$ cat config.mk
export PLATFORM = sky130hd
export DESIGN_NAME = tick_timer_flat
export DESIGN_NICKNAME = d
export VERILOG_FILES = /design/src/rtl/game_pkg.sv /design/src/rtl/tick_timer_if.sv /design/src/rtl/edge_sync.sv /design/src/rtl/tick_timer.sv /design/src/flat_wrapper.sv
export SDC_FILE = /design/constraint.sdc
export NUM_CORES = 1
export LEC_CHECK = 0
export BUFFER_PORTS_ARGS = -buffer_cell sky130_fd_sc_hd__clkbuf_2
export CORE_MARGIN = 10
export CORE_UTILIZATION = 49
export DETAILED_ROUTE_END_ITERATION = 7
export HOLD_SLACK_MARGIN = 0.15
export MAX_ROUTING_LAYER = met4
export PLACE_DENSITY = 0.83
export SLEW_MARGIN = 20
export SYNTH_ARGS = -nofsm -noshare
export SYNTH_HDL_FRONTEND = slang
export SYNTH_SLANG_ARGS = --single-unit
$ cat constraint.sdc
create_clock -name clock -period 2.22 [get_ports clock]
set_input_delay 0.222 -clock clock [delete_from_list [all_inputs] [get_ports clock]]
set_output_delay 0.222 -clock clock [all_outputs]
set_load 0.005 [all_outputs]
$ cat src/rtl/game_pkg.sv
// Shared definitions for the tick timer: the FSM state encoding.
package game_pkg;

    typedef enum logic [1:0] {
        ST_IDLE    = 2'd0,
        ST_RUN     = 2'd1,
        ST_PAUSED  = 2'd2,
        ST_EXPIRED = 2'd3
    } state_t;

endpackage

$ cat src/rtl/tick_timer_if.sv
// Control/status bundle between a tick_timer and whatever commands it.
interface tick_timer_if #(
    parameter int WIDTH = 8
);
    import game_pkg::*;

    // start/clear are single-cycle strobes and pause is a level, all sampled on
    // the rising clock; there is no ready, so the timer accepts every strobe.
    logic             start;
    logic [WIDTH-1:0] load_val;
    logic             pause;
    logic             clear;
    logic             tick;
    logic [WIDTH-1:0] count;
    logic             running;
    logic             done;
    logic             expired;
    state_t           state;

    modport master (
        output start, load_val, pause, clear,
        input  tick, count, running, done, expired, state
    );

    modport slave (
        input  start, load_val, pause, clear,
        output tick, count, running, done, expired, state
    );

endinterface

$ cat src/rtl/edge_sync.sv
// Synchronises the asynchronous divider level and emits a registered one-cycle
// pulse for each qualifying edge (rising only, or both when BOTH_EDGES != 0).
module edge_sync #(
    parameter int SYNC_STAGES = 2,
    parameter int BOTH_EDGES  = 0
) (
    input  logic clock,
    input  logic reset,
    input  logic din,
    output logic edge_pulse
);

    logic [SYNC_STAGES-1:0] sync_q;
    logic                   hist_q;
    logic                   edge_raw;
    logic                   sync_last;

    assign sync_last = sync_q[SYNC_STAGES-1];

    always_comb begin
        edge_raw = sync_last ^ hist_q;
        if (BOTH_EDGES == 0) begin
            edge_raw = edge_raw & sync_last;
        end
    end

    always_ff @(posedge clock) begin
        if (!reset) begin
            sync_q     <= '0;
            hist_q     <= 1'b0;
            edge_pulse <= 1'b0;
        end else begin
            sync_q     <= {sync_q[SYNC_STAGES-2:0], din};
            hist_q     <= sync_last;
            edge_pulse <= edge_raw;
        end
    end

endmodule

$ cat src/rtl/tick_timer.sv
// Countdown timer decremented by edges of an external divider level; all
// outputs are registered so nothing flows combinationally from input to output.
module tick_timer
    import game_pkg::*;
#(
    parameter int WIDTH       = 8,
    parameter int SYNC_STAGES = 2,
    parameter int BOTH_EDGES  = 0
) (
    input  logic         clock,
    input  logic         reset,
    input  logic         div_in,
    tick_timer_if.slave  bus
);

    localparam logic [WIDTH-1:0] ONE = WIDTH'(1);

    logic             edge_pulse;
    state_t           state_q, state_d;
    logic [WIDTH-1:0] count_q, count_d;
    logic             done_d;
    logic             tick_q, done_q, running_q, expired_q;

    edge_sync #(
        .SYNC_STAGES(SYNC_STAGES),
        .BOTH_EDGES (BOTH_EDGES)
    ) u_edge_sync (
        .clock     (clock),
        .reset     (reset),
        .din       (div_in),
        .edge_pulse(edge_pulse)
    );

    // Priority: clear, then start, then pause, then the edge decrement.
    always_comb begin
        state_d = state_q;
        count_d = count_q;
        done_d  = 1'b0;
        if (bus.clear) begin
            state_d = ST_IDLE;
            count_d = '0;
        end else if (bus.start) begin
            if (bus.load_val == '0) begin
                state_d = ST_EXPIRED;
                count_d = '0;
                done_d  = 1'b1;
            end else begin
                count_d = bus.load_val;
                state_d = bus.pause ? ST_PAUSED : ST_RUN;
            end
        end else begin
            unique case (state_q)
                ST_RUN: begin
                    if (bus.pause) begin
                        state_d = ST_PAUSED;
                    end else if (edge_pulse && (count_q != '0)) begin
                        count_d = count_q - ONE;
                        if (count_q == ONE) begin
                            done_d  = 1'b1;
                            state_d = ST_EXPIRED;
                        end
                    end
                end
                ST_PAUSED: begin
                    if (!bus.pause) begin
                        state_d = ST_RUN;
                    end
                end
                default: begin
                end
            endcase
        end
    end

    always_ff @(posedge clock) begin
        if (!reset) begin
            state_q   <= ST_IDLE;
            count_q   <= '0;
            tick_q    <= 1'b0;
            done_q    <= 1'b0;
            running_q <= 1'b0;
            expired_q <= 1'b0;
        end else begin
            state_q   <= state_d;
            count_q   <= count_d;
            tick_q    <= edge_pulse;
            done_q    <= done_d;
            running_q <= (state_d == ST_RUN);
            expired_q <= (state_d == ST_EXPIRED);
        end
    end

    assign bus.tick    = tick_q;
    assign bus.count   = count_q;
    assign bus.done    = done_q;
    assign bus.running = running_q;
    assign bus.expired = expired_q;
    assign bus.state   = state_q;

endmodule

$ cat src/flat_wrapper.sv
// flat-port wrapper written by rule: the top's interface ports become plain ports
module tick_timer_flat import game_pkg::*;
#(
    parameter int WIDTH       = 8,
    parameter int SYNC_STAGES = 2,
    parameter int BOTH_EDGES  = 0
)
  (clock, reset, div_in, bus_start, bus_load_val, bus_pause, bus_clear, bus_tick, bus_count, bus_running, bus_done, bus_expired, bus_state);
  tick_timer_if #(.WIDTH(WIDTH)) bus_i ();
  input  logic clock;
  input  logic reset;
  input  logic div_in;
  input wire logic [$bits(bus_i.start)-1:0] bus_start;
  input wire logic [$bits(bus_i.load_val)-1:0] bus_load_val;
  input wire logic [$bits(bus_i.pause)-1:0] bus_pause;
  input wire logic [$bits(bus_i.clear)-1:0] bus_clear;
  output wire logic [$bits(bus_i.tick)-1:0] bus_tick;
  output wire logic [$bits(bus_i.count)-1:0] bus_count;
  output wire logic [$bits(bus_i.running)-1:0] bus_running;
  output wire logic [$bits(bus_i.done)-1:0] bus_done;
  output wire logic [$bits(bus_i.expired)-1:0] bus_expired;
  output wire logic [$bits(bus_i.state)-1:0] bus_state;
  assign bus_i.start = bus_start;
  assign bus_i.load_val = bus_load_val;
  assign bus_i.pause = bus_pause;
  assign bus_i.clear = bus_clear;
  assign bus_tick = bus_i.tick;
  assign bus_count = bus_i.count;
  assign bus_running = bus_i.running;
  assign bus_done = bus_i.done;
  assign bus_expired = bus_i.expired;
  assign bus_state = bus_i.state;
  tick_timer #(.WIDTH(WIDTH), .SYNC_STAGES(SYNC_STAGES), .BOTH_EDGES(BOTH_EDGES)) u_core (.clock(clock), .reset(reset), .div_in(div_in), .bus(bus_i));
endmodule
==> impl_metrics.py <==
metrics = {
    "placed_design": {
        "place_congestion": 0.883,
        "placed_area_um2": 1090,
        "dpl.hpwl_um": 1850,
        "numPlacedInstances": 158,
        "portBuffers": 27,
    },
    "logic_synthesis": {
        "synthCells": 108,
        "yosysSeqAreaShare": 0.386,
        "synthAdderAreaFrac": 0.0670,
        "synthMuxAreaShare": 0,
        "ys_ff_latch": 18,
        "yosysTopAreaCell": "dfxtp_1",
        "synth_compound_area_frac": 0.193,
        "synthTopCellsByCount": "dfxtp_1, a21oi_1, o21ai_0",
        "ys.flop_type": "dfxtp_1",
        "syn_area_per_cell_um2": 8.64,
        "synth_xor_area_frac": 0.0563,
        "synth.most_common_cell": "dfxtp_1",
        "synthesis.nets": 127,
        "ys.warnings.count": 0,
        "synth_area_leaders": "dfxtp_1, ha_1, a21oi_1",
        "synth_simple_gate_area_frac": 0.267,
        "synth_cell_types": 32,
        "synthArstFlopShare": 0,
        "synth_top_area_share": 0.386,
        "synthesis.area_um2": 933,
        "synth_top_family_by_area": "simple AND/OR/NAND/NOR gates",
        "synth_edf_count": 0,
    },
    "run_status": {
        "status": "finished, final reports clean",
    },
    "detailed_routing": {
        "avgRoutedWirePerCell_um": 13.7,
        "vias_per_cell": 5.33,
        "via_count": 868,
        "ant_nets": 0,
        "drc": 0,
        "dr.pass1.iters": 4,
        "wl_um": 2230,
        "drt-initial-drc-count": 28,
    },
    "timing": {
        "hold_violations": 0,
        "max_slew_margin": 0.680,
        "grt_setup_unrepaired": "no",
        "tightest_slew_ns": 0.477,
        "setup_violations": 0,
        "fmax_ghz": 0.490,
        "tns_ns": 0,
        "skew_ns": 0.00407,
        "slew_viol_final": 0,
        "layout_min_cycle_time_ns": 2.04,
        "post-route-period-util": 0.919,
    },
    "layout": {
        "final_cells": 163,
        "antenna_cells": 0,
        "post-route-util": 0.644,
        "fillers": 171,
        "syn2layout_area_growth_pct": 21.7,
        "drive_gt1_frac": 0.261,
        "postLayoutCellArea_um2": 1140,
        "fin_nets": 158,
    },
    "clocking": {
        "cts_buffer_depth": 2,
        "numCtsBuffers": 3,
        "cts.clk_slew.worst_paths_ns": 0.10,
        "cts-root-buf": "clkbuf_4",
        "clkLatencyLatePin_ns": 0.29,
        "numClockSinks": 18,
        "cts_max_level": 1,
        "cts_tree": "built",
        "cts_setup_buffers": 0,
        "hold_buffers": 1,
        "cts_resized": 0,
    },
    "min_path": {
        "min_path_type": "in2reg",
        "holdPathStages": 3,
    },
    "pwr": {
        "power_density_nw_per_um2": 555,
        "leakagePower_nw": 0.501,
        "fin_total_pwr_mw": 0.630,
        "ir_worst_vdd_v": 0.000409,
    },
    "die": {
        "ios": 28,
        "initial_core_util": 0.529,
        "fp.dieH_um": 63.6,
        "core_area_um2": 1760,
        "die_area_um2": 4050,
        "die_w_um": 63.6,
        "num_rows": 15,
    },
    "grt": {
        "grt_use_total": 0.115,
        "grt_overflow": 0,
        "grt_pass1_wl_um": 3830,
        "grt_max_degree": 15,
        "antenna_found_initial": 0,
        "grt_pass1_vias": 934,
    },
    "setup_path": {
        "cp.required_ns": 2.39,
        "start_kind": "flip-flop",
        "rr_worst_depth": 7,
        "path_max_fanout": 6,
        "end_kind": "flip-flop",
        "crit_arrival_ns": 2.21,
        "crit_type": "reg2reg",
    },
    "flow_run": {
        "drv_cap": 0,
    },
}
[stage by stage]
step                      setup slack (ns)  hold slack [ns]
after floorplan                      0.322            0.313
after global placement               0.310            0.373
after detailed placement             0.197            0.377
after CTS                            0.184            0.156
after global routing                 0.105            0.164
final                                0.179            0.157
[report_power, final]
part / switching [mW] / total, mW / leakage [nW] / internal (mW)
logic: 0.0468 / 0.0873 / 0.333 / 0.0405
registers: 0.0112 / 0.346 / 0.147 / 0.335
clock network: 0.0970 / 0.197 / 0.0210 / 0.100
[layout make-up]
cell class | count | area, um2 | share of cell area
clock buffer | 4 | 36.3 | 0.0319
sequential | 18 | 360 | 0.317
multi-input combinational | 83 | 544 | 0.479
timing repair buffer | 28 | 145 | 0.128
tap | 25 | 31.3 | 0.0275
inverter | 5 | 18.8 | 0.0165
[registers in the layout, summed over array words and instances (netlist names)]
| register | cells |
|---|---|
| u_core.bus.running | 1 |
| u_core.u_edge_sync.hist_q | 1 |
| u_core.u_edge_sync.sync_q | 2 |
| u_core.u_edge_sync.edge_pulse | 1 |
| u_core.bus.done | 1 |
| u_core.bus.state | 2 |
| u_core.bus.count | 8 |
| u_core.bus.expired | 1 |
| u_core.bus.tick | 1 |
[per-layer routing]
metal,part of all wire,track usage
met1,0.43,0.115
met2,0.51,0.201
met3,0.052,0.0406
met4,0.013,0.0437
met5,0,-
[final timing paths]
check | start | to | slack (ns)
hold reg to reg | u_core.u_edge_sync.hist_q | u_core.u_edge_sync.edge_pulse | 0.39
setup reg to reg | u_core.bus.count[0] | u_core.bus.count[3] | 0.18
hold / removal | bus_load_val[1] | u_core.bus.count[1] | 0.16
setup / recovery | u_core.bus.count[0] | u_core.bus.count[3] | 0.18
[critical path, stage by stage (launching register included)]
cell      delay (ns)
dfxtp_1         0.35
inv_1           0.12
ha_1            0.18
or4b_4          0.48
o41a_4          0.41
nand3b_1        0.11
xor2_1          0.17
a21oi_1         0.10
[layout by cell type, fill, tap and decap left out]
| cell | instances |
|---|---|
| a2111oi_0 | 1 |
| a21o_1 | 1 |
| a21oi_1 | 10 |
| a41o_1 | 1 |
| and2_1 | 4 |
| and2b_2 | 1 |
| and3b_1 | 2 |
| clkbuf_2 | 27 |
| clkbuf_4 | 3 |
| clkbuf_8 | 1 |
| dfxtp_1 | 18 |
| dlygate4sd3_1 | 1 |
| ha_1 | 5 |
| inv_1 | 5 |
| nand2_1 | 8 |
| nand2b_1 | 1 |
| nand3_1 | 3 |
| nand3_2 | 1 |
| nand3b_1 | 2 |
| nand4_1 | 2 |
| nor2_1 | 9 |
| nor2b_1 | 4 |
| nor3_1 | 2 |
| nor4_1 | 2 |
| o211a_1 | 1 |
| o211ai_1 | 1 |
| o21ai_0 | 10 |
| o21ai_1 | 1 |
| o21ba_1 | 1 |
| o41a_4 | 1 |
| or3_1 | 1 |
| or3_2 | 1 |
| or4b_4 | 1 |
| xnor2_1 | 2 |
| xor2_1 | 4 |
[cells by family after synthesis]
group           count (synthesis)
compound gates                 28
xor+xnor                        6
fa+ha+maj                       5
buf+inv                         7
flops                          18
simple gates                   44
No activity file was read; power rests on OpenSTA's default activity.
